**config.mk**
```make
export PLATFORM = sky130hd
export DESIGN_NAME = pc_sequencer_flat
export DESIGN_NICKNAME = d
export VERILOG_FILES = /design/src/rtl/pc_sequencer_if.sv /design/src/rtl/pc_sequencer.sv /design/src/flat_wrapper.sv
export SDC_FILE = /design/constraint.sdc
export NUM_CORES = 1
export LEC_CHECK = 0
export BUFFER_PORTS_ARGS = -buffer_cell sky130_fd_sc_hd__buf_2
export CAP_MARGIN = 20
export CORE_UTILIZATION = 27
export CTS_CLUSTER_DIAMETER = 200
export DETAILED_ROUTE_END_ITERATION = 8
export GPL_TIMING_DRIVEN = 0
export MAX_ROUTING_LAYER = met4
export PLACE_DENSITY = 0.5
export SYNTH_ARGS = -nofsm -noshare
export SYNTH_HDL_FRONTEND = slang
export SYNTH_SLANG_ARGS = --single-unit
```
**constraint.sdc**
```tcl
create_clock -name clock -period 3.4 [get_ports clock]
set_input_delay 0.51 -clock clock [delete_from_list [all_inputs] [get_ports clock]]
set_output_delay 0.51 -clock clock [all_outputs]
set_load 0.005 [all_outputs]
```
**src/rtl/pc_sequencer_if.sv**
```systemverilog
// pc_sequencer_if: control inputs and PC/trap outputs between controller, datapath and PC sequencer
interface pc_sequencer_if #(
    parameter int NBITS = 8,
    parameter int NIRQ  = 4
);
    localparam int SW = $clog2(NIRQ) + 1;
    logic             busy;
    logic             Branch;
    logic             eflag;
    logic             ju;
    logic             jr;
    logic             sret;
    logic [NBITS-1:0] IMM;
    logic [NBITS-1:0] PCReg;
    logic [NIRQ-1:0]  irq;
    logic             irq_en;
    logic [NBITS-1:0] pc;
    logic [NBITS-1:0] pc_next;
    logic [NBITS-1:0] pclink;
    logic             link;
    logic [NBITS-1:0] sepc;
    logic [SW-1:0]    scause;
    logic             in_trap;
    logic [NIRQ-1:0]  pending;
    modport master (
        output busy, Branch, eflag, ju, jr, sret, IMM, PCReg, irq, irq_en,
        input  pc, pc_next, pclink, link, sepc, scause, in_trap, pending
    );
    modport slave (
        input  busy, Branch, eflag, ju, jr, sret, IMM, PCReg, irq, irq_en,
        output pc, pc_next, pclink, link, sepc, scause, in_trap, pending
    );
endinterface

```
**src/rtl/pc_sequencer.sv**
```systemverilog
// pc_sequencer: PC sequencer with boot cycle, stall hold, edge-latched interrupts and trap entry/return
// Define PC_SEQ_VECTORED_EN to send trap i to TRAP_VECTOR + 4*i instead of TRAP_VECTOR.
module pc_sequencer #(
    parameter int NBITS       = 8,
    parameter int NIRQ        = 4,
    parameter int RESET_PC    = 0,
    parameter int TRAP_VECTOR = 'hE0
) (
    input logic clock,
    input logic reset,
    pc_sequencer_if.slave bus
);
    localparam int SW = $clog2(NIRQ) + 1;
    typedef enum logic [1:0] {BOOT, RUN, TRAP} state_t;
    state_t           state, state_n;
    logic [NBITS-1:0] pc, pc_next, pc4, ppc, sepc, vec;
    logic [NIRQ-1:0]  pending, irq_q, clr;
    logic [SW-1:0]    scause, idx;
    logic             take;
    assign pc4  = pc + NBITS'(4);
    assign take = (state == RUN) && bus.irq_en && (|pending) && !bus.busy;
    assign clr  = take ? (NIRQ'(1) << idx) : '0;
`ifdef PC_SEQ_VECTORED_EN
    assign vec = NBITS'(TRAP_VECTOR) + (NBITS'(idx) << 2);
`else
    assign vec = NBITS'(TRAP_VECTOR);
`endif
    // lowest-numbered pending request wins
    always_comb begin
        idx = '0;
        for (int i = NIRQ - 1; i >= 0; i--)
            if (pending[i]) idx = SW'(i);
    end
    // next PC ignoring traps: stall, return, register jump, relative jump, sequential
    always_comb begin
        ppc = bus.busy ? pc :
              (bus.sret && state == TRAP) ? sepc :
              bus.jr ? bus.PCReg :
              (bus.ju || (bus.Branch && bus.eflag)) ? pc + bus.IMM : pc4;
    end
    // next state and instruction memory address
    always_comb begin
        state_n = state;
        pc_next = ppc;
        if (state == BOOT) begin
            state_n = RUN;
            pc_next = NBITS'(RESET_PC);
        end else if (take) begin
            state_n = TRAP;
            pc_next = vec;
        end else if (state == TRAP && bus.sret && !bus.busy) begin
            state_n = RUN;
        end
    end
    // state, PC, trap context and interrupt latches
    always_ff @(posedge clock or negedge reset) begin
        if (!reset) begin
            state   <= BOOT;
            pc      <= NBITS'(RESET_PC);
            sepc    <= '0;
            scause  <= '0;
            pending <= '0;
            irq_q   <= '0;
        end else begin
            state   <= state_n;
            pc      <= pc_next;
            irq_q   <= bus.irq;
            pending <= (pending & ~clr) | (bus.irq & ~irq_q);
            if (take) begin
                sepc   <= ppc;
                scause <= idx;
            end
        end
    end
    assign bus.pc      = pc;
    assign bus.pc_next = pc_next;
    assign bus.pclink  = pc4;
    assign bus.link    = (state != BOOT) && (bus.ju || bus.jr) && !bus.busy && !take;
    assign bus.sepc    = sepc;
    assign bus.scause  = scause;
    assign bus.in_trap = (state == TRAP);
    assign bus.pending = pending;
endmodule

```
**src/flat_wrapper.sv**
```systemverilog
// flat-port wrapper written by rule: the top's interface ports become plain ports
module pc_sequencer_flat 
#(
    parameter int NBITS       = 8,
    parameter int NIRQ        = 4,
    parameter int RESET_PC    = 0,
    parameter int TRAP_VECTOR = 'hE0
)
  (clock, reset, bus_busy, bus_Branch, bus_eflag, bus_ju, bus_jr, bus_sret, bus_IMM, bus_PCReg, bus_irq, bus_irq_en, bus_pc, bus_pc_next, bus_pclink, bus_link, bus_sepc, bus_scause, bus_in_trap, bus_pending);
  pc_sequencer_if #(.NBITS(NBITS), .NIRQ(NIRQ)) bus_i ();
  input logic clock;
  input logic reset;
  input wire logic [$bits(bus_i.busy)-1:0] bus_busy;
  input wire logic [$bits(bus_i.Branch)-1:0] bus_Branch;
  input wire logic [$bits(bus_i.eflag)-1:0] bus_eflag;
  input wire logic [$bits(bus_i.ju)-1:0] bus_ju;
  input wire logic [$bits(bus_i.jr)-1:0] bus_jr;
  input wire logic [$bits(bus_i.sret)-1:0] bus_sret;
  input wire logic [$bits(bus_i.IMM)-1:0] bus_IMM;
  input wire logic [$bits(bus_i.PCReg)-1:0] bus_PCReg;
  input wire logic [$bits(bus_i.irq)-1:0] bus_irq;
  input wire logic [$bits(bus_i.irq_en)-1:0] bus_irq_en;
  output wire logic [$bits(bus_i.pc)-1:0] bus_pc;
  output wire logic [$bits(bus_i.pc_next)-1:0] bus_pc_next;
  output wire logic [$bits(bus_i.pclink)-1:0] bus_pclink;
  output wire logic [$bits(bus_i.link)-1:0] bus_link;
  output wire logic [$bits(bus_i.sepc)-1:0] bus_sepc;
  output wire logic [$bits(bus_i.scause)-1:0] bus_scause;
  output wire logic [$bits(bus_i.in_trap)-1:0] bus_in_trap;
  output wire logic [$bits(bus_i.pending)-1:0] bus_pending;
  assign bus_i.busy = bus_busy;
  assign bus_i.Branch = bus_Branch;
  assign bus_i.eflag = bus_eflag;
  assign bus_i.ju = bus_ju;
  assign bus_i.jr = bus_jr;
  assign bus_i.sret = bus_sret;
  assign bus_i.IMM = bus_IMM;
  assign bus_i.PCReg = bus_PCReg;
  assign bus_i.irq = bus_irq;
  assign bus_i.irq_en = bus_irq_en;
  assign bus_pc = bus_i.pc;
  assign bus_pc_next = bus_i.pc_next;
  assign bus_pclink = bus_i.pclink;
  assign bus_link = bus_i.link;
  assign bus_sepc = bus_i.sepc;
  assign bus_scause = bus_i.scause;
  assign bus_in_trap = bus_i.in_trap;
  assign bus_pending = bus_i.pending;
  pc_sequencer #(.NBITS(NBITS), .NIRQ(NIRQ), .RESET_PC(RESET_PC), .TRAP_VECTOR(TRAP_VECTOR)) u_core (.clock(clock), .reset(reset), .bus(bus_i));
endmodule
```
==> summary by stage <==
Placed design
The number of buffer cells added on primary ports is 68. Detailed placement finished with a half-perimeter wire length of 3854 microns. The routability congestion estimate is 0.8958.

Setup path
The worst setup path is launched from a flip-flop. The setup slack of the worst register-to-register path is 1.01 ns. The critical path class is flip-flop to output pin. Along the worst path, the maximum fanout reaches 5. Data on the critical path arrives at its endpoint at 2.74 ns. The worst setup path is captured at an output pin. The critical path data required time is 2.89 ns.

Routing
For this run, design rule violations remaining after detail routing come to 0. The count of nets left with antenna violations after detail routing is 0. The total routed wirelength is 4885 microns. The first TritonRoute pass finished after 4 iterations. The DRC violation total after the first TritonRoute iteration is 94. The post-detailed-route via-to-cell ratio is 4.828. Detailed routing inserted a total of 1680 vias. In the final routed layout, each cell accounts on average for 14.04 microns.

Timing
The pin slew with the least headroom to its limit is 0.6404 ns. After routing, the total negative slack on setup checks comes to 0 ns. The final hold violation count is 0.

The number of pins exceeding their max-slew limit in the final report is 0. The clock period minus final worst setup slack is 3.247 ns. Headroom to the max-slew limit came out at 0.5731. Dividing the final minimum period by the clock period gives 0.9550. The highest attainable clock frequency is 308.0 MHz.

The number of endpoints failing setup at the final stage is 0. The worst hold margin is 0.2329 ns. Clock skew on the completed layout was measured at 0.01404 ns.

Power and ir drop
The fraction of power consumed by the clock network is 0.143. The power share of the sequential group is 0.330. The part of the power in combinational logic is 0.526. The static power due to leakage is 1.095 nW. The cell-internal power is 0.001107 W. The highest ir drop seen on vdd is 327.2 uV. The power spent charging and discharging nets is 0.0007793 W.

The switching share of total power is 0.4130. The power per cell area is 821.7 nW/um^2.

Clocking
The clock tree root buffer cell is sky130_fd_sc_hd__clkbuf_8. The number of buffers created by CTS is 3. The clock transition at the register clock pins on the worst setup and hold paths after CTS is 0.11 ns.

The clock insertion delay at the later pin of the skew report is 0.29 ns. The cts-stage hold buffer count is 0. The number of setup buffers added after CTS is 0. The number of H-tree levels is 1. The number of buffers on the longest clock path is 2. The CTS tree is built.

Counting every sink on the clock net gives 28.

GRT
The number of global-route vias before repair came to 1650. Global routing finished with a remaining overflow of 0. The initial antenna violation count came to 0. The total global routing track utilization is 0.1493. The first global-routing pass estimated 7569 microns of wire. The maximum number of pins on one net before global-route repair is 29.

Final layout
Of the cells placed in the final design, the portion with a size suffix greater than 1 is 0.3395. From synthesis to final layout, the design area changed by 30.33%. The combined area of the multi-input logic cells is 993.5 sq um.

The total of fill cells in the finished design is 678. For this run, the post-layout net count is 310. 0 antenna diodes ended up in the layout. Once layout is complete, the utilization of the core stands at 0.3637.

The total area of sequential cells is 701.9 sq um.

Floorplan
The floorplan step defined a die boundary enclosing 6852 sq um. The floorplan step set the die height to 82.78 microns. The standard-cell row count is 29. The I/O pin count is 70. The initial utilization of the core area, before any placement, comes to 0.2790. The floorplan step defined a core boundary enclosing 6314 sq um. From left edge to right edge, the die measures 82.78 microns.

Yosys
The share of Yosys cell area claimed by the top area cell type is 0.3977. Among all cell types in the netlist, the one instantiated most often is sky130_fd_sc_hd__dfrtp_1. The cell type with the largest total area after synthesis is sky130_fd_sc_hd__dfrtp_1. After technology mapping, the gate count stands at 199. Yosys attributes the largest share of cell area to sky130_fd_sc_hd__dfrtp_1 40%, sky130_fd_sc_hd__a21oi_1 6.3%, sky130_fd_sc_hd__ha_1 5.7%. Counting flops with a built-in enable in the synthesized netlist gives 0. The synthesized area per cell is 8.853 sq um. After synthesis the cells add up to 1762 sq um. For this run, the leading register cell type out of synthesis is sky130_fd_sc_hd__dfrtp_1. For this run, the number of Yosys warnings is 0.

The register bit total from synthesis is 28. The commonest cells after synthesis are 28 x sky130_fd_sc_hd__dfrtp_1, 22 x sky130_fd_sc_hd__a21oi_1, 21 x sky130_fd_sc_hd__nor2_1. Yosys mapped the design onto 46 distinct sky130hd cell types. When the netlist entered floorplanning its net count stood at 237. For this run, the register share of the synthesized area comes to 0.3977. For this run, asynchronously set or reset flops after synthesis account for 1.000.

Hold path
The worst hold-check path type is input port to asynchronous set/reset pin.

Run status
The run finished with clean final reports.

Job
Max-cap violations in this run came to 0.
[layout make-up]
type | count | share of cell area
Timing Repair Buffer | 68 | 0.1482
Buffer | 9 | 0.02561
Inverter | 9 | 0.01471
Sequential cell | 28 | 0.3057
Tap cell | 77 | 0.04196
Multi-Input combinational cell | 153 | 0.4327
Clock inverter | 1 | 0.01308
Clock buffer | 3 | 0.01798
[sequential cells by signal, summed over array words and instances (netlist names)]
signal / cells
u_core.state: 2
u_core.irq_q: 4
u_core.bus.pc: 8
u_core.bus.pending: 4
u_core.bus.sepc: 8
u_core.bus.scause: 2
[logic make-up (layout without fill, tap and decap cells)]
kind of cell | count (synthesis) | count (layout) | synth area share
DFF | 28 | 28 | 0.3977
buffers and inverters | 18 | 90 | 0.05256
AOI/OAI and AO/OA | 71 | 71 | 0.2571
xor gates and xnor gates | 9 | 9 | 0.04474
muxes | 2 | 2 | 0.01136
and+or+nand+nor | 61 | 61 | 0.1662
adders and majority gates | 9 | 9 | 0.06818
other | 1 | 1 | 0.002129
[layer usage]
metal  vias up  wire, microns  GRT usage
li1        849              -          -
met1       777           2282     0.1857
met2        48           2292     0.2516
met3         6            241    0.01421
met4         0             68    0.05345
met5         -              0          -
[final timing paths]
| kind | to | depth (start not counted) | start |
|---|---|---|---|
| worst max-delay path | bus_pc_next[4] | 9 | u_core.bus.pc[0] |
| worst min-delay path | u_core.irq_q[0] | 1 | reset |
| worst max register to register | u_core.bus.pc[4] | 8 | u_core.bus.pc[0] |
| worst min register to register | u_core.bus.pending[2] | 1 | u_core.irq_q[2] |
| max in group asynchronous | u_core.bus.pc[0] | 1 | reset |
| min in group clock | u_core.irq_q[1] | 1 | bus_irq[1] |
[cell usage in the layout, fill, tap and decap left out, types with 4 or more instances in the layout]
| master | Yosys | routed |
|---|---|---|
| sky130_fd_sc_hd__a21o_1 | 5 | 5 |
| sky130_fd_sc_hd__a21oi_1 | 22 | 21 |
| sky130_fd_sc_hd__buf_2 | 2 | 70 |
| sky130_fd_sc_hd__buf_4 | 4 | 4 |
| sky130_fd_sc_hd__dfrtp_1 | 28 | 27 |
| sky130_fd_sc_hd__ha_1 | 8 | 8 |
| sky130_fd_sc_hd__inv_1 | 9 | 9 |
| sky130_fd_sc_hd__nand2_1 | 17 | 17 |
| sky130_fd_sc_hd__nand3_1 | 4 | 4 |
| sky130_fd_sc_hd__nor2_1 | 21 | 21 |
| sky130_fd_sc_hd__o21ai_0 | 12 | 12 |
| sky130_fd_sc_hd__o21ai_1 | 11 | 10 |
| sky130_fd_sc_hd__xnor2_1 | 5 | 5 |
| sky130_fd_sc_hd__xor2_1 | 4 | 4 |
[critical path: stages, from the launching register on]
cell and delay (ns):
sky130_fd_sc_hd__dfrtp_2 0.45, sky130_fd_sc_hd__ha_1 0.23, sky130_fd_sc_hd__fa_1 0.43, sky130_fd_sc_hd__a211oi_2 0.25
sky130_fd_sc_hd__nor2_1 0.12, sky130_fd_sc_hd__o311ai_2 0.34, sky130_fd_sc_hd__o21ai_2 0.12, sky130_fd_sc_hd__o21ai_0 0.15
sky130_fd_sc_hd__nor3b_2 0.22, sky130_fd_sc_hd__buf_2 0.14
[through the flow]
step                total power (W)  cells  instance area [sq um]  worst slack, ns
CTS                        0.001883    348                   2275          0.02148
global placement           0.001599    344                   2198           0.1107
global route               0.002068    348                   2296         -0.03664
finish                     0.001887    348                   2296           0.1529
detailed placement         0.001607    344                   2198          0.08002
floorplan                  0.001199    199                   1762           0.7072
[power groups by stage]
stage	clock network, W	logic [W]	registers [W]
after floorplan	0	0.000598	0.000601
after global placement	0	0.000969	0.000630
after detailed placement	0	0.000976	0.000631
after CTS	0.000274	0.000984	0.000624
after global routing	0.000285	0.00113	0.000650
final	0.000271	0.000993	0.000623
[timing repair]
| item | CTS | global route |
|---|---|---|
| endpoints found under the setup margin | 1 | 2 |
| resized for setup | 1 | 5 |
| hold endpoints to repair | 0 | 0 |
| pin swaps | 0 | 0 |
No activity file was read; power rests on OpenSTA's default activity.
